<file path="src/rtl/adc02_spi_scheduler.sv">
`default_nettype none
// ============================================================================
// Module      : adc02_spi_scheduler
// Description : Arbitrates the shared peripheral SPI bus between MCU
//               pass-through sessions (framed by CS2) and an internal SPI
//               master that reads one ADC02 frame per DRDY falling edge.
// Revision    : 1.0 - initial release
// ============================================================================
module adc02_spi_scheduler #(
  parameter int CLK_DIV   = 4,   // SCLK half-period in clk cycles, >= 2
  parameter int WORD_BITS = 24,  // bits per ADC word, >= 2
  parameter int WORDS     = 5,   // words per frame, >= 2
  parameter int CS_GAP    = 2    // cs_n guard cycles before/after clocking, >= 1
) (
  input  logic                     clk,
  input  logic                     rst,
  input  logic                     mcu_cs_n,
  input  logic                     drdy_n,
  input  logic                     miso,
  output logic                     mcu_grant,
  output logic                     bus_sel,
  output logic                     sclk,
  output logic                     mosi,
  output logic                     cs_n,
  output logic [WORD_BITS-1:0]     word_out,
  output logic [$clog2(WORDS)-1:0] word_idx,
  output logic                     word_valid,
  output logic                     frame_done,
  output logic                     overrun
);

  localparam int IDX_W  = $clog2(WORDS);
  localparam int DIV_W  = (CLK_DIV > 1) ? $clog2(CLK_DIV) : 1;
  localparam int GAP_W  = $clog2(CS_GAP + 1);
  localparam int TOTAL  = WORDS * WORD_BITS;
  localparam int FALL_W = $clog2(TOTAL + 1);
  localparam int BIT_W  = $clog2(WORD_BITS);

  localparam logic [DIV_W-1:0]  C_DIV_LAST  = DIV_W'(CLK_DIV - 1);
  localparam logic [GAP_W-1:0]  C_GAP_LAST  = GAP_W'(CS_GAP - 1);
  localparam logic [FALL_W-1:0] C_FALL_LAST = FALL_W'(TOTAL);
  localparam logic [BIT_W-1:0]  C_BIT_LAST  = BIT_W'(WORD_BITS - 1);
  localparam logic [IDX_W-1:0]  C_IDX_LAST  = IDX_W'(WORDS - 1);

  typedef enum logic [2:0] {
    S_IDLE     = 3'd0,
    S_MCU      = 3'd1,
    S_CS_LEAD  = 3'd2,
    S_SHIFT    = 3'd3,
    S_CS_TRAIL = 3'd4,
    S_DONE     = 3'd5
  } state_t;

  state_t               state_q, state_d;
  logic [1:0]           mcu_sync_q;
  logic [1:0]           drdy_sync_q;
  logic                 drdy_prev_q;
  logic                 pending_q, pending_d;
  logic                 overrun_q, overrun_d;
  logic [GAP_W-1:0]     gap_q, gap_d;
  logic [DIV_W-1:0]     div_q, div_d;
  logic                 sclk_q, sclk_d;
  logic [FALL_W-1:0]    fall_q, fall_d;
  logic [BIT_W-1:0]     bit_q, bit_d;
  logic [WORD_BITS-1:0] shreg_q, shreg_d;
  logic                 word_done_q, word_done_d;
  logic [IDX_W-1:0]     word_cnt_q;
  logic [WORD_BITS-1:0] word_out_q;
  logic [IDX_W-1:0]     word_idx_q;
  logic                 word_valid_q;

  logic mcu_req;
  logic drdy_edge;
  logic busy;
  logic start;

  // Two-flop synchronisers for the asynchronous CS2 and DRDY inputs, plus DRDY history for edge detection.
  always_ff @(posedge clk) begin
    if (rst) begin
      mcu_sync_q  <= 2'b11;
      drdy_sync_q <= 2'b11;
      drdy_prev_q <= 1'b1;
    end else begin
      mcu_sync_q  <= {mcu_sync_q[0], mcu_cs_n};
      drdy_sync_q <= {drdy_sync_q[0], drdy_n};
      drdy_prev_q <= drdy_sync_q[1];
    end
  end

  assign mcu_req   = ~mcu_sync_q[1];
  assign drdy_edge = drdy_prev_q & ~drdy_sync_q[1];
  assign busy      = (state_q == S_CS_LEAD) || (state_q == S_SHIFT) || (state_q == S_CS_TRAIL);
  // A fresh DRDY edge counts as a request in the same cycle, so an MCU request
  // arriving together with it cannot win the arbitration.
  assign start     = (state_q == S_IDLE) && (pending_q || drdy_edge);

  // Next-state logic: arbitration, frame sequencing, SCLK generation and MISO shifting.
  always_comb begin
    state_d     = state_q;
    gap_d       = gap_q;
    div_d       = div_q;
    sclk_d      = sclk_q;
    fall_d      = fall_q;
    bit_d       = bit_q;
    shreg_d     = shreg_q;
    word_done_d = 1'b0;
    // At most one frame is ever held back: a start consumes one request.
    pending_d   = start ? (pending_q & drdy_edge) : (pending_q | drdy_edge);
    overrun_d   = drdy_edge & (pending_q | busy);

    case (state_q)
      S_IDLE: begin
        if (start) begin
          state_d = S_CS_LEAD;
          gap_d   = '0;
        end else if (mcu_req) begin
          state_d = S_MCU;
        end
      end
      S_MCU: begin
        if (!mcu_req) begin
          state_d = S_IDLE;
        end
      end
      S_CS_LEAD: begin
        if (gap_q == C_GAP_LAST) begin
          state_d = S_SHIFT;
          sclk_d  = 1'b1;           // first SCLK rise coincides with entering SHIFT
          div_d   = '0;
          fall_d  = '0;
          bit_d   = '0;
        end else begin
          gap_d = gap_q + 1'b1;
        end
      end
      S_SHIFT: begin
        if (div_q == C_DIV_LAST) begin
          div_d = '0;
          if (sclk_q) begin
            sclk_d  = 1'b0;
            shreg_d = {shreg_q[WORD_BITS-2:0], miso};
            fall_d  = fall_q + 1'b1;
            if (bit_q == C_BIT_LAST) begin
              bit_d       = '0;
              word_done_d = 1'b1;
            end else begin
              bit_d = bit_q + 1'b1;
            end
          end else if (fall_q == C_FALL_LAST) begin
            // Low half-period after the final fall has elapsed.
            state_d = S_CS_TRAIL;
            gap_d   = '0;
          end else begin
            sclk_d = 1'b1;
          end
        end else begin
          div_d = div_q + 1'b1;
        end
      end
      S_CS_TRAIL: begin
        if (gap_q == C_GAP_LAST) begin
          state_d = S_DONE;
        end else begin
          gap_d = gap_q + 1'b1;
        end
      end
      S_DONE: begin
        state_d = S_IDLE;
      end
      default: begin
        state_d = S_IDLE;
      end
    endcase
  end

  // State and datapath registers; reset aborts any frame in progress.
  always_ff @(posedge clk) begin
    if (rst) begin
      state_q     <= S_IDLE;
      pending_q   <= 1'b0;
      gap_q       <= '0;
      div_q       <= '0;
      sclk_q      <= 1'b0;
      fall_q      <= '0;
      bit_q       <= '0;
      shreg_q     <= '0;
      word_done_q <= 1'b0;
    end else begin
      state_q     <= state_d;
      pending_q   <= pending_d;
      gap_q       <= gap_d;
      div_q       <= div_d;
      sclk_q      <= sclk_d;
      fall_q      <= fall_d;
      bit_q       <= bit_d;
      shreg_q     <= shreg_d;
      word_done_q <= word_done_d;
    end
  end

  // Word publication one cycle after its last sampling fall, and the overrun strobe.
  always_ff @(posedge clk) begin
    if (rst) begin
      word_out_q   <= '0;
      word_idx_q   <= '0;
      word_cnt_q   <= '0;
      word_valid_q <= 1'b0;
      overrun_q    <= 1'b0;
    end else begin
      overrun_q    <= overrun_d;
      word_valid_q <= word_done_q;
      if (start) begin
        word_cnt_q <= '0;
      end else if (word_done_q) begin
        word_out_q <= shreg_q;
        word_idx_q <= word_cnt_q;
        word_cnt_q <= (word_cnt_q == C_IDX_LAST) ? '0 : word_cnt_q + 1'b1;
      end
    end
  end

  assign mcu_grant  = (state_q == S_MCU);
  assign bus_sel    = busy;
  assign cs_n       = ~busy;
  assign frame_done = (state_q == S_DONE);
  assign sclk       = sclk_q;
  assign mosi       = 1'b0;
  assign word_out   = word_out_q;
  assign word_idx   = word_idx_q;
  assign word_valid = word_valid_q;
  assign overrun    = overrun_q;

endmodule
`default_nettype wire
</file>
<file path="config.mk">
export PLATFORM = sky130hd
export DESIGN_NAME = adc02_spi_scheduler
export DESIGN_NICKNAME = d
export VERILOG_FILES = /design/src/rtl/adc02_spi_scheduler.sv
export SDC_FILE = /design/constraint.sdc
export NUM_CORES = 1
export LEC_CHECK = 0
export BUFFER_PORTS_ARGS = -buffer_cell sky130_fd_sc_hd__buf_2
export CORE_ASPECT_RATIO = 0.6
export CORE_MARGIN = 3
export CORE_UTILIZATION = 52
export CTS_CLUSTER_DIAMETER = 30
export DETAILED_ROUTE_END_ITERATION = 10
export PLACE_DENSITY = 0.86
export SKIP_CTS_REPAIR_TIMING = 1
export SYNTH_ARGS = -nofsm -noshare
export SYNTH_HDL_FRONTEND = slang
export SYNTH_SLANG_ARGS = --single-unit
</file>
<file path="constraint.sdc">
create_clock -name clk -period 1.8 [get_ports clk]
set_clock_uncertainty 0.1 [all_clocks]
set_input_delay 0.09 -clock clk [delete_from_list [all_inputs] [get_ports clk]]
set_output_delay 0.09 -clock clk [all_outputs]
set_load 0.1 [all_outputs]
</file>
* After elaboration in Yosys (flattened, before gate mapping) *
Cells that the tools add are included.
Widths: inputs -> output; s select.

storage, ports and cells
  register bits after elaboration = 83
  latch bits = 0
  bits in writable memories = 0
  bits in read-only memories = 0
  input port bits = 5
  logic and storage cells = 105
  memories kept = 0

operators by class
  $add $sub $neg = 5
  multipliers = 0
  divide/modulo/power cells = 0
  $lt $le $gt $ge = 0
  eq/ne operators = 20
  shift operators = 0
  mux-type cells = 35
  bitwise logic cells = 11
  reduce and logical (&&, ||, !) cells = 17

operators by type and width
  cell                 number
  $mux 3               9
  $mux 7               3
  $mux 5               4
  $pmux 3 s5           1
  $mux 2               7
  $pmux 7 s2           1
  $ne 2x1->1 const B   5
  $pmux 5 s2           1
  $eq 3x3->1 const B   3
  $ne 2x2->1 const B   4
  $add 7x1->7 const B  1
  $eq 7x7->1 const B   1
  $reduce_and 7->1     1
  $eq 3x2->1 const B   2
  $mux 1               6
  $not 1->1            6
  $pmux 2 s3           1
  $reduce_and 3->1     2
  $reduce_and 6->1     1
  $add 5x1->5 const B  1
  $eq 5x5->1 const B   1
  $add 2x1->2 const B  2
  $pmux 2 s2           1
  $reduce_and 2->1     2
  other kinds (16)     22

* Longest topological paths before layout *
  word-level depth = 6
  gate-level depth with buffers = 8
  gate-level depth less buffers = 6

* Worst setup path before layout *
Ideal clock, no wire load.

  path kind = register to output
  start = register state_q[1]
  end = output cs_n
  data arrival time = 4,079 ps
  path slack = -2,469 ps
  cell stages (with the launch flop) = 5
  buffers on the path = 1
  cells stage by stage = dfxtp_1 buf_6 nand2b_1 o21ai_0 inv_1

on the way
  word-level cells in the longest chain between the ends = 4
  elaborated cells between the ends (all ways) = 6
  classes of those cells = eq/ne (3); bitwise (1); reduce/logical (2)

ends and longest elaborated chain
  what                    line  RTL
  start, declared         54    state_t state_q, state_d;
  start signal, assigned  189   state_q <= state_d;
  $eq 3x2->1              92    assign busy = (state_q == S_CS_LEAD) || (state_q == S_SHIFT) || (state_q == S_CS_TRAIL);
  $logic_or 1x1->1        92
  $logic_or 1x1->1 *      92
  net bus_sel             21    output logic bus_sel,
  $not 1->1 *             224   assign cs_n = ~busy;
  end, declared           24    output logic cs_n,

The timed path passes the listed nets; every way through them passes the cells marked *.

* Worst setup path after layout *
  start = register state_q[2]
  end = output cs_n

on the way
  word-level cells in the longest chain between the ends = 4
  elaborated cells between the ends (all ways) = 6
  classes of those cells = eq/ne (3); bitwise (1); reduce/logical (2)

ends and longest elaborated chain
  what                line
  $eq 3x2->1          92
  $logic_or 1x1->1    92
  $logic_or 1x1->1 *  92
  $not 1->1 *         224

Mark *: on every way between the ends. The rest lies on a longest branch, timed or not.

==> flow_summary.ini <==
[run_status]
status = finished clean

[critical_path]
worstSetupEndpointType = output port
critPathMaxFanout = 7
r2r_end = state_q[1]$_SDFFE_PP0P_
cp.arrival_ns = 1.54
critical-path-max-stage-delay_ns = 0.35
crit_type = reg -> out
reg2reg_slack_ns = 0.10
startpoint_type = flip-flop
reg2reg_from = state_q[2]$_SDFFE_PP0P_
path_cells = buf_4, or2b_4, o21ai_4, inv_1, buf_12
slowest_stage = dfxtp_2
worst-r2r-cell-count = 5
critPathRequiredTime_ns = 1.61

[placed_design]
place_congestion = 0.8610
io_buffer_count = 38
dp_cells = 522
dp_hpwl_um = 5134

[cells_and_area]
regArea_um2 = 1672
drive_gt1_share_pct = 20.09
fill_cells = 519
multiInputGateArea_um2 = 1660
layout.nets = 465
antennaDiodeCount = 0
area_growth_pct = 17.63
instances_no_fill = 542

[hold_path]
hold_end = div_q[0]$_SDFFE_PP0P_
hold_depth = 2
hp-class = in -> reg
min_from = rst

[power_and_ir_drop]
leakage_nw = 1.474
intPower_w = 0.002471
combPwrFrac_pct = 10.5
power_density_nw_per_um2 = 822.7
vdd_drop_max_uv = 617.0
p_seq_share_pct = 55.7
switching_share_pct = 26.44
switchingPower_w = 0.0008881
clock_power_share_pct = 33.7

[synth]
ys_seq_area_share_pct = 47.87
synth_area_per_cell_um2 = 8.323
synthMostInstantiatedCell = dfxtp_1
synth_nets = 429
netlist_area_um2 = 3471
yosys_warnings = 0
ys_top_cells_by_count = 83 x dfxtp_1, 66 x a21oi_1, 61 x nand2_1
synth_cell_types = 47
synth-seq-cells = 83
synth_edf_count = 0
yosys.area.top_type = dfxtp_1
yosysTopAreaCellShare_pct = 47.87
synthFlopType = dfxtp_1
synthTopCellsByArea = dfxtp_1 48%, a21oi_1 9.5%, nand2_1 6.6%, o21ai_0 5.0%, nand3_1 4.8%
syn_inst = 417
synthArstFlopShare_pct = 0

[sta]
period_needed_ns = 1.730
whs_ns = 0.05374
finalHoldViolCount = 0
finalCritPeriodShare_pct = 96.10
fmax_mhz = 578.1
drv_slew = 0
final-setup-viol-count = 0

[floorplanning]
io_pins = 40
die_h_um = 69.29
die_w_um = 111.5
start_util_pct = 55.30
core_um2 = 6276
dieArea_um2 = 7723
row_count = 22

[route]
wl_met3_um = 490
wl_met1_um = 3767
wl_met2_um = 3385
vias = 3021
drtIter0Drc = 204
wl_per_cell_um = 14.27
routed.top_layer = met4
drc = 0
vias_per_cell = 5.574
antenna_left = 0
routed_wl_um = 7734
drtPass1Iterations = 4

[clocking]
cts_tree = built
cts_buffer_depth = 2
h-tree-depth = 3
clk_pin_slew_ns = 0.08
clock_sinks = 83
cts_buffers = 9
clkLatencyLatePin_ns = 0.36
cts_root_buffer = clkbuf_8

[global_route]
track_usage_pct = 20.09
grt_max_degree = 57
grt_antenna_before_repair = 0
grt_pass1_vias = 2658
overflow = 0
grt_pass1_wl_um = 12730

[run]
cap_violations = 0
[worst max-delay path by stage]
stage | endpoint | start | slack (ns)
after floorplan | cs_n | state_q[1]$_SDFFE_PP0P_ | -0.20
after global placement | fall_q[5]$_SDFFE_PP0P_ | div_q[0]$_SDFFE_PP0P_ | 0.06
after detailed placement | fall_q[6]$_SDFFE_PP0P_ | div_q[0]$_SDFFE_PP0P_ | -0.01
after CTS | mcu_grant | state_q[2]$_SDFFE_PP0P_ | -0.07
after global routing | fall_q[5]$_SDFFE_PP0P_ | gap_q[1]$_SDFFE_PP0P_ | -0.02
final | cs_n | state_q[2]$_SDFFE_PP0P_ | 0.07
[cell families after synthesis]
kind of cell             share of synthesized area [%]
AO/OA/AOI/OAI                                    20.80
other                                           0.1080
buffers and inverters                            5.912
adder cells (fa/ha/maj)                          2.523
flip-flops                                       47.87
XOR/XNOR                                         1.010
AND/OR/NAND/NOR                                  20.87
multiplexers                                    0.9012
[registers in the layout (all words and copies together) (netlist names), 2 cells and up]
register / cells
shreg_q: 24
word_out: 24
fall_q: 7
bit_q: 5
state_q: 3
word_cnt_q: 3
word_idx: 3
div_q: 2
drdy_sync_q: 2
gap_q: 2
mcu_sync_q: 2
[per-layer routing]
metal,global-route usage [%],vias up
met1,28.40,1421
met2,28.19,72
met4,7.018,0
met5,0,-
li1,-,1516
met3,7.323,12
[cell type report]
class | instances | area share (%)
sequential | 83 | 40.94
multi-input combinational | 292 | 40.67
timing repair buffer | 57 | 11.12
clock buffer | 13 | 3.402
tap | 84 | 2.574
inverter | 10 | 0.9194
clock inverter | 3 | 0.3678
[critical path, delay by kind of cell (launching register included)]
kind | cells | cell delay (ns)
and+or+nand+nor | 1 | 0.29
AOI/OAI and AO/OA | 1 | 0.10
buffers and inverters | 3 | 0.44
DFF | 1 | 0.35
[layout by cell type, fill, tap and decap left out, drive strengths merged, types with 3 or more instances in the layout]
master       count
clkbuf          13
nand2           61
or2              6
a21oi           66
o31ai            3
nor2            19
nor3             8
a22oi            3
o21a             3
dfxtp           83
clkinv           3
dlygate4sd3      3
and3             3
o211ai           3
nand2b           5
buf             54
inv             10
ha               7
nand4b           3
o21ai           37
nand3           34
a211oi           4
[power by group through the flow]
stage	Combinational [W]	Sequential [W]	Clock, W
after floorplan	0.000232	0.00191	0
after global routing	0.000381	0.00188	0.00123
after CTS	0.000329	0.00187	0.00115
final	0.000354	0.00187	0.00113
after global placement	0.000323	0.00191	0
after detailed placement	0.000329	0.00191	0
[metrics by stage]
stage	utilization [%]	cell area (µm²)	setup WS [ns]	power [W]	setup TNS [ns]
5_1_grt	65.05	4083	-0.02157	0.003489	-0.02157
2_1_floorplan	-	3488	-0.1999	0.002144	-0.2216
6_report	65.05	4083	0.07020	0.003359	0
3_3_place_gp	61.12	3836	0.05735	0.002233	0
3_5_place_dp	61.12	3836	-0.01373	0.002240	-0.02369
4_1_cts	63.58	3990	-0.06801	0.003346	-0.1972
(Power assumes the default switching activity.)
